===== config.mk =====
export PLATFORM = sky130hd
export DESIGN_NAME = seq_gen
export DESIGN_NICKNAME = d
export VERILOG_FILES = /design/src/rtl/seq_gen.sv
export SDC_FILE = /design/constraint.sdc
export NUM_CORES = 1
export LEC_CHECK = 0
export BUFFER_PORTS_ARGS = -buffer_cell sky130_fd_sc_hd__buf_4
export CAP_MARGIN = 20
export CORE_ASPECT_RATIO = 1.1
export CORE_MARGIN = 4
export CORE_UTILIZATION = 56
export DETAILED_ROUTE_END_ITERATION = 10
export PLACE_DENSITY = 0.89
export SETUP_SLACK_MARGIN = 0.1
export SYNTH_ARGS = -nofsm -noshare
export SYNTH_HDL_FRONTEND = slang
export SYNTH_SLANG_ARGS = --single-unit

===== constraint.sdc =====
create_clock -name clk -period 2.1 [get_ports clk]
set_clock_uncertainty 0.1 [all_clocks]
set_input_delay 0.21 -clock clk [delete_from_list [all_inputs] [get_ports clk]]
set_output_delay 0.21 -clock clk [all_outputs]
set_load 0.02 [all_outputs]

===== src/rtl/seq_gen.sv =====
// Serial sequence generator: takes a parallel word on a load/ready handshake and shifts it out LSB-first on seq.
// Optional build macro SEQ_GEN_LOOP_EN makes the block resend the retained word forever instead of single-shot.
module seq_gen #(
  parameter int WIDTH = 20,
  parameter int GAP   = 0,
  parameter int CNT_W = 5
) (
  input  logic             clk,
  input  logic             rst,
  input  logic             load,
  input  logic [WIDTH-1:0] data,
  output logic             ready,
  output logic             seq,
  output logic             busy,
  output logic             done,
  output logic [CNT_W-1:0] bit_cnt
);

  typedef enum logic [1:0] {S_IDLE, S_SHIFT, S_GAP} state_t;

  localparam logic [CNT_W-1:0] LAST_IDX   = CNT_W'(WIDTH - 1);
  localparam logic [CNT_W-1:0] PENULT_IDX = CNT_W'(WIDTH - 2);
  localparam logic [3:0]       GAP_LAST   = 4'((GAP > 0) ? GAP - 1 : 0);

  state_t           state_q, state_d;
  logic [WIDTH-1:0] shreg_q, shreg_d;
  logic             seq_q, seq_d;
  logic             busy_q, busy_d;
  logic             done_q, done_d;
  logic [CNT_W-1:0] cnt_q, cnt_d;
  logic [3:0]       gap_q, gap_d;
`ifdef SEQ_GEN_LOOP_EN
  logic [WIDTH-1:0] word_q, word_d;
`endif

  always_ff @(posedge clk) begin
    if (!rst) begin
      state_q <= S_IDLE;
      shreg_q <= '0;
      seq_q   <= 1'b0;
      busy_q  <= 1'b0;
      done_q  <= 1'b0;
      cnt_q   <= '0;
      gap_q   <= '0;
`ifdef SEQ_GEN_LOOP_EN
      word_q  <= '0;
`endif
    end else begin
      state_q <= state_d;
      shreg_q <= shreg_d;
      seq_q   <= seq_d;
      busy_q  <= busy_d;
      done_q  <= done_d;
      cnt_q   <= cnt_d;
      gap_q   <= gap_d;
`ifdef SEQ_GEN_LOOP_EN
      word_q  <= word_d;
`endif
    end
  end

  // seq always mirrors the bit that was at shreg[0] one edge earlier, so the register holds the not-yet-sent bits.
  always_comb begin
    state_d = state_q;
    shreg_d = shreg_q;
    seq_d   = seq_q;
    busy_d  = busy_q;
    done_d  = 1'b0;
    cnt_d   = cnt_q;
    gap_d   = gap_q;
`ifdef SEQ_GEN_LOOP_EN
    word_d  = word_q;
`endif
    case (state_q)
      S_IDLE: begin
        seq_d  = 1'b0;
        busy_d = 1'b0;
        cnt_d  = '0;
        if (load) begin
          state_d = S_SHIFT;
          shreg_d = data >> 1;
          seq_d   = data[0];
          busy_d  = 1'b1;
`ifdef SEQ_GEN_LOOP_EN
          word_d  = data;
`endif
        end
      end
      S_SHIFT: begin
        if (cnt_q != LAST_IDX) begin
          seq_d   = shreg_q[0];
          shreg_d = shreg_q >> 1;
          cnt_d   = cnt_q + 1'b1;
          done_d  = (cnt_q == PENULT_IDX);
        end else if (GAP > 0) begin
          state_d = S_GAP;
          seq_d   = 1'b0;
          busy_d  = 1'b0;
          cnt_d   = '0;
          gap_d   = '0;
        end else begin
`ifdef SEQ_GEN_LOOP_EN
          shreg_d = word_q >> 1;
          seq_d   = word_q[0];
          cnt_d   = '0;
`else
          state_d = S_IDLE;
          seq_d   = 1'b0;
          busy_d  = 1'b0;
          cnt_d   = '0;
`endif
        end
      end
      S_GAP: begin
        seq_d  = 1'b0;
        busy_d = 1'b0;
        if (gap_q == GAP_LAST) begin
`ifdef SEQ_GEN_LOOP_EN
          state_d = S_SHIFT;
          shreg_d = word_q >> 1;
          seq_d   = word_q[0];
          busy_d  = 1'b1;
          cnt_d   = '0;
`else
          state_d = S_IDLE;
`endif
        end else begin
          gap_d = gap_q + 1'b1;
        end
      end
      default: state_d = S_IDLE;
    endcase
  end

  assign ready   = (state_q == S_IDLE) && rst;
  assign seq     = seq_q;
  assign busy    = busy_q;
  assign done    = done_q;
  assign bit_cnt = cnt_q;

endmodule


==> impl_metrics.toml <==
[place]
dp_cells = 215
hpwl_mm = 1.97
place_area_um2 = 1610
gp_congestion = 0.797
dpl_worst_slack_ps = 392
io_buffers = 31

[synthesis]
synth-simple-area-share_pct = 17.5
synth.distinct_cells = 26
synth_top_family_by_area = "simple AND/OR/NAND/NOR gates"
synth.mux.area_fraction_pct = 15.3
yosys.area_share.xor_xnor_pct = 1.89
post_synth_main_area_contributors = "dfxtp_1, mux2_2, nand2_1, a31oi_1, o21ai_0"
synth_fp_nets = 188
yosysWarnings = 0
synth_largest_area_cell = "dfxtp_1"
seq_area_frac_synth_pct = 40.3
synth_compound_area_share_pct = 16.5
synth_fa_ha_area_share_pct = 1.80
yosysTopAreaCellShare_pct = 40.3
syn-instance-count = 163
syn_area_um2 = 1390
synth.avg_cell_area_um2 = 8.54
ys_ff_latch = 28

[grt]
grt_max_degree = 25
grt_antenna_before_repair = 0
gr-total-overflow = 0
grt_pass1_vias = 1132
grt_use_total_pct = 17.7
grt_pass1_wl_mm = 4.81

[clock_network]
tritoncts = "built"
cts_sinks = 28
ctsRootBufferMaster = "clkbuf_4"
cts_setup_buffers = 0
hold_buffers = 0
cts_buffers = 3
cts_resized = 0
htreeDepth = 1
clk_pin_slew_ps = 140
cts_buffer_depth = 2
clock_latency_ps = 330

[layout]
nNetsFinal = 215
stdcell_area_um2 = 1630
layout-drive-gt1-share_pct = 30.3
utilization_pct = 70.2
layout_commonest_cell = "nand2_1"
fin_cells = 218
mostFrequentLayoutCells = "nand2_1, buf_4, dfxtp_1"
fill_cells = 191
antenna_cells = 0
area_growth_pct = 17.0

[timing]
hold_violations = 0
fin_ws_ps = 342
setup_viol = 0
slew_violations = 0
rsz0062_at_grt = "no"
tns_ps = 0
slew_headroom_pct = 62.2
period_share_pct = 83.7
fmax_mhz = 569
worst_slew_pin_slew_ps = 566
whs_ps = 16.6
period_minus_slack_ps = 1760

[floorplan]
rows = 18
num_io_pins = 32
core_um2 = 2320
fp.dieArea_um2 = 3350
die_h_um = 60.3
initial_utilization_pct = 60.0
die_x_um = 55.5

[power]
p_int_mw = 0.732
power.share.clock_pct = 22.2
vdd_drop_max_mv = 0.392
p_leak_nw = 0.651
pwr-share-seq_pct = 61.2
p_per_area_nw_per_um2 = 609
p_sw_mw = 0.260
power_frac_comb_pct = 16.6
p_total_mw = 0.992
switching_share_pct = 26.2

[critical_path]
regToRegEndpoint = "shreg_q[16]"
rrSetupSlack_ps = 340
cp-startpoint = "bit_cnt[0]"
rr_worst_depth = 5
cp.depth = 5
critPathRequiredTime_ps = 2260
cp_max_fo = 10
cpPeakStageDelay_ps = 450
worstSetupPathType = "reg2reg"
endpoint_kind = "register"
cp-start-kind = "register"
crit_buf_inv = 1
crit_end = "shreg_q[16]"
r2r-start = "bit_cnt[0]"
cpMaxStageDelayCell = "and4bb_1"
crit_family = "simple AND/OR/NAND/NOR gates"
arrival_ps = 1920
path_cells = "ha_1 -> and4bb_1 -> buf_4 -> nand2_1 -> a31oi_1"

[route]
drt-vias-per-instance = 5.63
drt_pre_antenna_iters = 4
routed_wl_mm = 2.81
dr_total_vias = 1228
routedWlPerCell_um = 12.9
drt_first_iter_violations = 58
ant_nets = 0
route.detailed.drc = 0

[run]
drv_cap = 0

[run_status]
status = "finished clean"

[hold_path]
hold_path_class = "in2reg"
[synth_stat cells, drive strengths merged]
master / instances
a21boi: 2
mux2: 18
inv: 2
o22ai: 1
ha: 2
nand3: 6
buf: 9
nand4bb: 1
xor2: 2
nand2b: 1
mux2i: 1
and2: 1
nor2b: 1
and4bb: 1
clkbuf: 4
xnor2: 1
dfxtp: 28
a31oi: 18
nor2: 7
o21ai: 19
nand2: 38
[metal layers]
layer / global-route usage [%] / wire length (µm)
met1: 22.9 / 1320
met2: 29.9 / 1330
met3: 1.94 / 113
met4: 8.33 / 50
met5: 0 / 0
[worst register-to-register path: stages, from the launching register on]
cell and delay [ps]:
dfxtp_1 420, ha_1 250, and4bb_1 450, buf_4 250, nand2_1 60, a31oi_1 170
[cell families after synthesis]
logic type | after synthesis
flops | 28
fa+ha+maj | 2
buf+inv | 15
compound gates | 40
xor+xnor | 3
simple gates | 56
mux | 19
[state kept, by name, indices dropped and copies added (netlist names)]
| signal | flops |
|---|---|
| done | 1 |
| state_q | 1 |
| seq | 1 |
| bit_cnt | 5 |
| shreg_q | 19 |
| busy | 1 |
[layout make-up]
class / count / area (µm²) / share of cell area (%)
clock buffers: 3 / 22.5 / 1.38
flip-flops and latches: 28 / 561 / 34.4
multi-input cells: 120 / 737 / 45.3
inverters: 2 / 7.51 / 0.461
well taps: 30 / 37.5 / 2.31
repair buffers: 35 / 263 / 16.1
[worst min path at each step]
| stage | cells after the start | start | endpoint | slack (ps) |
|---|---|---|---|---|
| after floorplan | 2 | rst | shreg_q[2] | 250 |
| after global placement | 3 | data[0] | seq | 340 |
| after detailed placement | 3 | data[0] | seq | 350 |
| after CTS | 3 | data[0] | seq | 7 |
| after global routing | 3 | data[0] | seq | 10 |
| final | 3 | data[0] | seq | 20 |
[power by group through the flow]
stage	Sequential (mW)	Combinational, mW	Clock [mW]
5_1_grt	0.614	0.185	0.252
2_1_floorplan	0.609	0.114	0
6_report	0.607	0.165	0.221
3_3_place_gp	0.616	0.158	0
3_5_place_dp	0.618	0.164	0
4_1_cts	0.606	0.165	0.227
(Power assumes the default switching activity.)
